File: config.mk
export PLATFORM = sky130hd
export DESIGN_NAME = ula_multiciclo
export DESIGN_NICKNAME = d
export VERILOG_FILES = /design/src/rtl/ula_multiciclo.sv
export SDC_FILE = /design/constraint.sdc
export NUM_CORES = 1
export LEC_CHECK = 0
export ABC_AREA = 1
export BUFFER_PORTS_ARGS = -buffer_cell sky130_fd_sc_hd__buf_2
export CORE_UTILIZATION = 53
export CTS_BUF_LIST = sky130_fd_sc_hd__clkbuf_4 sky130_fd_sc_hd__clkbuf_8 sky130_fd_sc_hd__clkbuf_16
export DETAILED_ROUTE_END_ITERATION = 8
export HOLD_SLACK_MARGIN = 0.15
export PLACE_DENSITY_LB_ADDON = 0.1
export RECOVER_POWER = 25
export SKIP_LAST_GASP = 1
export SLEW_MARGIN = 20
export SYNTH_ARGS = -nofsm -noshare
export SYNTH_HDL_FRONTEND = slang
export SYNTH_SLANG_ARGS = --single-unit
File: constraint.sdc
create_clock -name clock -period 4.95 [get_ports clock]
set_clock_uncertainty 0.1 [all_clocks]
set_input_delay 0.495 -clock clock [delete_from_list [all_inputs] [get_ports clock]]
set_output_delay 0.495 -clock clock [all_outputs]
set_load 0.02 [all_outputs]
File: src/rtl/ula_multiciclo.sv
// ---------------------------------------------------------------------------
// ula_multiciclo
//
// Multi-cycle ALU for the execute stage of the multi-cycle datapath. It keeps
// the legacy 4-bit ALU control encoding and the zero flag, widened to LARGURA
// bits. It adds XOR, shifts and signed SLT, plus iterative unsigned
// multiply/divide/remainder behind a start/busy/done handshake.
//
// Single-cycle operations write saida at the clock edge that samples inicio.
// MUL/DIVU/REMU take LARGURA cycles in CALC, one bit per cycle.
//
// Ports:
//   clock          in   rising-edge system clock
//   reset          in   synchronous, active-high
//   inicio         in   start; only sampled while ocupado = 0
//   controladorULA in   4-bit operation select, sampled with inicio
//   dados1         in   operand A (LARGURA bits), sampled with inicio
//   dados2         in   operand B (LARGURA bits), sampled with inicio
//   saida          out  registered result, held until the next completion
//   zero           out  high when the registered saida is all zeros
//   ocupado        out  high while an iterative operation is in progress
//   pronto         out  one-cycle pulse in the first cycle a new saida is valid
// ---------------------------------------------------------------------------
module ula_multiciclo #(
    parameter int LARGURA = 32
) (
    input  logic               clock,
    input  logic               reset,
    input  logic               inicio,
    input  logic [3:0]         controladorULA,
    input  logic [LARGURA-1:0] dados1,
    input  logic [LARGURA-1:0] dados2,
    output logic [LARGURA-1:0] saida,
    output logic               zero,
    output logic               ocupado,
    output logic               pronto
);

    // The shift-amount width follows from LARGURA and is not meant to be set
    // by the instantiating module.
    localparam int SHAMT = $clog2(LARGURA);

    localparam logic [3:0] OP_AND  = 4'b0000;
    localparam logic [3:0] OP_OR   = 4'b0001;
    localparam logic [3:0] OP_ADD  = 4'b0010;
    localparam logic [3:0] OP_XOR  = 4'b0011;
    localparam logic [3:0] OP_SLL  = 4'b0100;
    localparam logic [3:0] OP_SRL  = 4'b0101;
    localparam logic [3:0] OP_SUB  = 4'b0110;
    localparam logic [3:0] OP_SLTU = 4'b0111;
    localparam logic [3:0] OP_MUL  = 4'b1000;
    localparam logic [3:0] OP_DIVU = 4'b1001;
    localparam logic [3:0] OP_REMU = 4'b1010;
    localparam logic [3:0] OP_SLT  = 4'b1011;

    typedef enum logic {
        OCIOSO,
        CALC
    } estado_t;

    estado_t            estado_q,  estado_d;
    logic [3:0]         opcode_q,  opcode_d;
    logic [LARGURA-1:0] regA_q,    regA_d;
    logic [LARGURA-1:0] regB_q,    regB_d;
    logic [LARGURA-1:0] acc_q,     acc_d;
    logic [LARGURA-1:0] saida_q,   saida_d;
    logic [SHAMT-1:0]   cnt_q,     cnt_d;
    logic               pronto_q,  pronto_d;

    logic [LARGURA-1:0] resultadoSimples;
    logic [SHAMT-1:0]   shamt;
    logic               ehIterativa;
    logic [LARGURA-1:0] somaMul;
    logic [LARGURA:0]   restoDesl;
    logic               cabe;

    // Result of the single-cycle operations, computed straight from the
    // inputs so it can be written at the same edge that accepts inicio.
    // Unknown codes give zero.
    always_comb begin
        shamt            = dados2[SHAMT-1:0];
        resultadoSimples = '0;
        case (controladorULA)
            OP_AND:  resultadoSimples = dados1 & dados2;
            OP_OR:   resultadoSimples = dados1 | dados2;
            OP_ADD:  resultadoSimples = dados1 + dados2;
            OP_SUB:  resultadoSimples = dados1 - dados2;
            OP_XOR:  resultadoSimples = dados1 ^ dados2;
            OP_SLL:  resultadoSimples = dados1 << shamt;
            OP_SRL:  resultadoSimples = dados1 >> shamt;
            OP_SLTU: resultadoSimples = {{(LARGURA-1){1'b0}}, (dados1 < dados2)};
            OP_SLT:  resultadoSimples = {{(LARGURA-1){1'b0}},
                                         ($signed(dados1) < $signed(dados2))};
            default: resultadoSimples = '0;
        endcase
    end

    // Opcodes that go through the iterative datapath instead of finishing
    // in one cycle.
    always_comb begin
        ehIterativa = (controladorULA == OP_MUL) ||
                      (controladorULA == OP_DIVU) ||
                      (controladorULA == OP_REMU);
    end

    // One iteration of each algorithm.
    // MUL: shift-add; regA holds the multiplicand moving left, regB the
    // multiplier moving right, acc the low LARGURA bits of the partial
    // product (upper bits are never needed).
    // DIVU/REMU: restoring division; regA holds the dividend shifting out at
    // the top while quotient bits shift in at the bottom, acc is the partial
    // remainder. The shifted remainder needs one extra bit before the compare.
    // With a zero divisor every step "fits", which yields an all-ones
    // quotient and leaves the dividend as the remainder.
    always_comb begin
        somaMul   = acc_q + (regB_q[0] ? regA_q : '0);
        restoDesl = {acc_q, regA_q[LARGURA-1]};
        cabe      = (restoDesl >= {1'b0, regB_q});
    end

    // Next-state logic for the FSM and datapath registers. Everything holds
    // by default; pronto is a pulse so it defaults to zero.
    always_comb begin
        estado_d = estado_q;
        opcode_d = opcode_q;
        regA_d   = regA_q;
        regB_d   = regB_q;
        acc_d    = acc_q;
        saida_d  = saida_q;
        cnt_d    = cnt_q;
        pronto_d = 1'b0;

        case (estado_q)
            OCIOSO: begin
                if (inicio) begin
                    if (ehIterativa) begin
                        estado_d = CALC;
                        opcode_d = controladorULA;
                        regA_d   = dados1;
                        regB_d   = dados2;
                        acc_d    = '0;
                        cnt_d    = SHAMT'(LARGURA - 1);
                    end else begin
                        saida_d  = resultadoSimples;
                        pronto_d = 1'b1;
                    end
                end
            end

            CALC: begin
                cnt_d = cnt_q - {{(SHAMT-1){1'b0}}, 1'b1};
                if (opcode_q == OP_MUL) begin
                    acc_d  = somaMul;
                    regA_d = regA_q << 1;
                    regB_d = regB_q >> 1;
                end else begin
                    regA_d = {regA_q[LARGURA-2:0], cabe};
                    acc_d  = cabe ? (restoDesl[LARGURA-1:0] - regB_q)
                                  : restoDesl[LARGURA-1:0];
                end

                // The counter started at LARGURA-1, so reaching zero here
                // means this edge performs the last iteration.
                if (cnt_q == '0) begin
                    estado_d = OCIOSO;
                    pronto_d = 1'b1;
                    if (opcode_q == OP_DIVU) begin
                        saida_d = regA_d;
                    end else begin
                        saida_d = acc_d;
                    end
                end
            end

            default: begin
                estado_d = OCIOSO;
            end
        endcase
    end

    // State and datapath registers. Reset aborts any operation in flight
    // without producing pronto.
    always_ff @(posedge clock) begin
        if (reset) begin
            estado_q <= OCIOSO;
            opcode_q <= '0;
            regA_q   <= '0;
            regB_q   <= '0;
            acc_q    <= '0;
            saida_q  <= '0;
            cnt_q    <= '0;
            pronto_q <= 1'b0;
        end else begin
            estado_q <= estado_d;
            opcode_q <= opcode_d;
            regA_q   <= regA_d;
            regB_q   <= regB_d;
            acc_q    <= acc_d;
            saida_q  <= saida_d;
            cnt_q    <= cnt_d;
            pronto_q <= pronto_d;
        end
    end

    // Outputs come straight from registers; zero is decoded from the
    // registered result so it only moves when saida does.
    always_comb begin
        saida   = saida_q;
        zero    = (saida_q == '0);
        ocupado = (estado_q == CALC);
        pronto  = pronto_q;
    end

endmodule

======== Word-level counts from Yosys, hierarchy flattened ========
Cells that the tools add are included.
cells by class
  shifts and indexed selects .............. 2
  $add $sub $neg .......................... 5
  order comparisons ....................... 3
  $mul .................................... 0
  multiplexer cells ....................... 31
  bitwise logic cells ..................... 4
  reductions and logical operators ........ 9
  divide/modulo/power cells ............... 0
  equal/unequal tests ..................... 18
operators with widths
  kind                                                  number
  two-way mux 32 bit                                    14
  case mux 32 bit (9 select lines)                      1
  case mux 32 bit (2 select lines)                      4
  adder 32 bit                                          2
  < comparator 32 bit                                   2
  subtractor 32 bit                                     2
  greater-or-equal comparator 33 x 32 -> 1 bit          1
  AND 32 bit                                            1
  logical NOT 32 bit                                    1
  bitwise OR 32 bit                                     1
  left shift 32 x 5 -> 32 bit                           1
  right shift 32 x 5 -> 32 bit                          1
  XOR 32 bit                                            1
  equality test 4 bit (second input constant)           6
  equality test 4 x 3 -> 1 bit (second input constant)  4
  two-way mux 5 bit                                     2
  case mux 5 bit (2 select lines)                       1
  AND reduction 3 bit                                   3
  equality test 4 x 2 -> 1 bit (second input constant)  2
  two-way mux 1 bit                                     7
  inequality test 2 bit (second input constant)         3
  logical NOT 5 bit                                     1
  subtractor 5 x 1 -> 5 bit (second input constant)     1
  equality test 4 x 1 -> 1 bit (second input constant)  1
  other kinds (6)                                       9
word-level totals
  bits in latches ......................... 0
  bits in writable memories ............... 0
  register bits ........................... 139
  memory bits (read-only) ................. 0
  input port bits ......................... 71
  output and inout bits ................... 35
  memories ................................ 0
  logic and storage cells ................. 80

======== Depth between registers and ports, before layout ========
  word-level depth ........................ 6
  mapped depth ............................ 22
  depth with buffers taken out ............ 20

======== Worst setup path after synthesis ========
No wires, ideal clock.
  path type ............................... input-to-reg
  start point ............................. input dados2[3]
  end point ............................... register saida_q[0], in the netlist saida[0]
  data required time ...................... 4741 ps
  buffers on the path ..................... 4
  arrival ................................. 2796 ps
  path slack .............................. 1945 ps
  cell stages on the path ................. 22
  setup time .............................. 109 ps
  cell sequence ........................... clkbuf_1 -> inv_1 -> clkbuf_1 -> buf_2 -> ha_1 -> buf_2 -> inv_1 -> nand3_1 -> nand2_1 -> nand2_1 -> nand2_1 -> nand2_1 -> nand2_1 -> nand3b_1 -> nand2_1 -> nor2_1 -> nor2_1 -> nand2_1 -> nand2_1 -> nand3_1 -> nand2_1 -> inv_1
on the way
  word-level cells in the longest chain between the ends .. 5
  elaborated cells on any way between the ends .. 8
  classes of those cells .................. 2 x order compare; 2 x shift; 4 x mux
RTL lines
  what                                               RTL line  RTL
  start: declaration                                 32        input logic [LARGURA-1:0] dados2,
  < comparator 32 bit, or another cell as far along  93        ($signed(dados1) < $signed(dados2))};
  case mux 32 bit (9 select lines) *                 83        case (controladorULA)
  two-way mux 32 bit *                               136       if (ehIterativa) begin
  two-way mux 32 bit *                               135       if (inicio) begin
  case mux 32 bit (2 select lines) *                 133       case (estado_q)
  end signal: assignment                             199       saida_q <= saida_d;
  end: declaration                                   66        logic [LARGURA-1:0] saida_q, saida_d;
Mark *: on every way between the ends. The rest lies on a longest branch, timed or not. The select of a mux whose other input is x is not followed.
A chain may end at the register's enable or synchronous reset.

======== Worst setup path in the final report ========
  start point ............................. register estado_q, in the netlist ocupado
  end point ............................... register regA_q[0]
on the way
  word-level cells in the longest chain between the ends .. 3
  elaborated cells on any way between the ends .. 5
  classes of those cells .................. 2 x eq/ne; 1 x mux; 1 x bitwise; 1 x reduce/logical
RTL lines
  what                                    RTL line  RTL
  start: declaration                      61        estado_t estado_q, estado_d;
  start signal: assignment                194       estado_q <= estado_d;
  NOT 1 bit (no source line)              --
  inequality test 2 bit (no source line)  --
  AND reduction 2 bit (no source line)    --
  end signal: assignment                  196       regA_q <= regA_d;
  end: declaration                        63        logic [LARGURA-1:0] regA_q, regA_d;
Several ways; a longest one is shown, not always the timed one.

==> reports/qor.yml <==
grt-ovfl-total: 0
drive_gt1_share_pct: 5.69
slew_headroom_pct: -9.73
r2r_end: "regA_q[0]$_SDFFE_PP0P_"
num_io_pins: 106
rsz0062_at_grt: "false"
violations: "capacitance limit, slew limit"
fin_crit_ns: 3.96
clkLatencyLatePin_ns: 0.49
row_count: 72
synth_xor_area_share_pct: 1.01
start_kind: "flip-flop"
synth.top_cell.area_share_pct: 20.6
arrival_ns: 4.21
ys.flop_type: "dfxtp_1"
dp_hpwl_um: 80300
clk_path_buf_depth: 2
end_kind: "flip-flop"
post-route-cell-area_sq_um: 22100
setup_viol: 0
syn_nets: 4047
crit_chain: "inv_2 > nand2_1 > clkbuf_1 > o22ai_1 > a31oi_1 > nor2_1"
synth-edff-count: 0
rrSetupSlack_ns: 0.99
die_y_um: 200
initial_utilization_pct: 53.8
globalplace.congestion: 1.12
slowest_stage: "dfxtp_1"
synth_area_sq_um: 20800
portBuffers: 105
crit_path_max_incr_delay_ns: 1.42
die-area_sq_um: 40000
worstPathRequired_ns: 5.20
min_from: "dados2[18]"
synth_warnings: 0
synthAdderAreaFrac_pct: 10.9
firstDrtPassIters: 7
cts_hold_buf: 0
synthCells: 3797
period_share_pct: 80.0
ir_worst_vdd_v: 0.000314
grt_pass1_vias: 23900
min_path_type: "in2reg"
clock-sinks: 139
num_antenna_cells: 0
synth-compound-area-share_pct: 19.7
path_max_fanout: 43
pwr_density_cell_nw_per_um2: 250
yosysTopAreaCell: "nand2_1"
drt_drc_violations_left: 0
cts_inserted_buffers: 17
die_x_um: 200
drt_iter0_drc: 4099
synth.mux.area_fraction_pct: 0.241
hold_viol_final: 0
grt_max_degree: 73
nets: 4036
drt-total-wl_um: 100000
hold_end: "regB_q[18]$_SDFFE_PP0P_"
post_cts_buffers: 0
post_drt_via_cell_ratio: 6.11
slew_violations: 44
timing.fmax_mhz: 253
grt_use_total_pct: 49.2
r2r-start: "ocupado$_SDFF_PP0_"
synth.avg_cell_area_sq_um: 5.48
syn_to_final_growth_pct: 6.06
critical_path_class: "reg2reg"
status: "finished with violations"
tightestPinTransition_ns: 1.64
timing.max_cap.violations: 1
timing.setup.tns_ns: 0
synthSimpleGateAreaFrac_pct: 42.0
holdPathStages: 3
wl_per_cell_um: 23.2
cts_max_level: 4
grt_pass1_wl_um: 148000
yosysUniqueCellTypes: 53
synth_area_leaders: "nand2_1, dfxtp_1, ha_1"
synth_top_family_by_area: "simple AND/OR/NAND/NOR gates"
core_area_sq_um: 38600
leakagePower_nw: 11.6
async_flop_share_pct: 0
synth_seq_area_share_pct: 13.4
antenna_found_initial: 1
postPlaceCellArea_sq_um: 21500
path_delay_family: "buffers and inverters"
cts.clk_slew.worst_paths_ns: 0.06
reg2regPathDepth: 6
vias: 26400
cts_root_buffer: "clkbuf_16"
tritoncts: "built"
postRouteAntennaNets: 0
cp.buffers_inverters: 2
ys_seq_elements: 139
ctsResizeCount: 0
==> flip-flops by register name, summed over array words and instances, names as in the netlist <==
name and flops:
acc_q 32, ocupado 1, regA_q 32, saida 32, opcode_q 4, cnt_q 5
regB_q 32, pronto 1
==> how the worst max path moves through the flow <==
stage	start	end	slack, ns	cells after the start
2_1_floorplan	dados2[3]	saida[0]$_SDFFE_PP0P_	1.95	22
3_3_place_gp	dados2[4]	saida[13]$_SDFFE_PP0P_	1.37	12
3_5_place_dp	dados2[4]	saida[13]$_SDFFE_PP0P_	1.37	12
4_1_cts	acc_q[22]$_SDFFE_PP0P_	saida[10]$_SDFFE_PP0P_	1.56	14
5_1_grt	ocupado$_SDFF_PP0_	regA_q[0]$_SDFFE_PP0P_	0.86	6
6_report	ocupado$_SDFF_PP0_	regA_q[0]$_SDFFE_PP0P_	0.99	6
==> placed cells by master, fill, tap and decap left out, types with 20 or more instances in the layout <==
cell type	Yosys	routed
a211oi_1	20	20
nor2_1	309	309
nor3_1	36	36
nand3_1	437	437
buf_2	50	72
ha_1	175	175
a21oi_1	276	276
nand2_1	1140	1139
o21ai_0	240	240
buf_4	2	34
clkbuf_1	102	34
a31oi_1	41	41
inv_1	491	487
dfxtp_1	139	139
o21bai_1	27	27
o211ai_1	34	34
nand4_1	41	41
==> kinds of logic (layout without fill, tap and decap cells) <==
group | count (synthesis) | after routing
xor gates and xnor gates | 24 | 24
muxes | 5 | 5
and+or+nand+nor | 2059 | 2059
DFF | 139 | 139
AOI/OAI and AO/OA | 719 | 719
adders and majority gates | 179 | 179
buffers and inverters | 672 | 674
==> final cells by class <==
type                    count  area, sq um
clock buffers              19          453
clock inverters            13          155
fillers                  4259        16600
inverters                 502         1880
multi-input cells        2986        15400
flip-flops and latches    139         2780
well taps                 518          648
repair buffers            140          743
==> where the power goes <==
part | internal [W] | switching, W
clock | 0.000782 | 0.000635
combinational | 0.000787 | 0.00199
sequential | 0.00120 | 0.000125
==> synth_stat cells (all sizes together) (4+ instances only) <==
cell type	count
a31oi	41
dfxtp	139
and2	4
clkinv	4
xnor2	14
a22oi	5
nand2	1152
mux2i	5
nand3	447
o21a	12
or2	28
o21bai	27
nor4	15
a21o	8
buf	67
ha	175
inv	498
o211ai	42
clkbuf	103
fa	4
nor2	314
a21oi	288
nor3	37
xor2	10
o221ai	7
o22ai	16
nand3b	17
a211oi	20
a221oi	6
nand4	41
o21ai	242
==> through the flow <==
stage | worst slack (ns) | power (W) | utilization (%) | std cells | hold slack [ns]
2_1_floorplan | 1.95 | 0.00316 | - | 3797 | 0.350
3_3_place_gp | 1.37 | 0.00400 | 55.6 | 4285 | 0.375
3_5_place_dp | 1.37 | 0.00400 | 55.6 | 4285 | 0.380
4_1_cts | 1.56 | 0.00541 | 57.2 | 4317 | 0.219
5_1_grt | 0.857 | 0.00578 | 57.1 | 4317 | 0.263
6_report | 0.991 | 0.00552 | 57.1 | 4317 | 0.239
==> worst min-delay path: cells and delay by family <==
family                 cells  cell delay (ns)
buffers and inverters      1             0.13
and+or+nand+nor            1             0.08
AOI/OAI and AO/OA          1             0.07
==> metal layers <==
| layer | vias up | routed length [um] | GRT usage (%) |
|---|---|---|---|
| met5 | - | 13 | 0 |
| li1 | 12400 | - | - |
| met1 | 11700 | 36800 | 59.3 |
| met4 | 2 | 11700 | 49.0 |
| met3 | 456 | 11500 | 11.2 |
| met2 | 1819 | 40200 | 70.7 |
(Power assumes the default switching activity.)
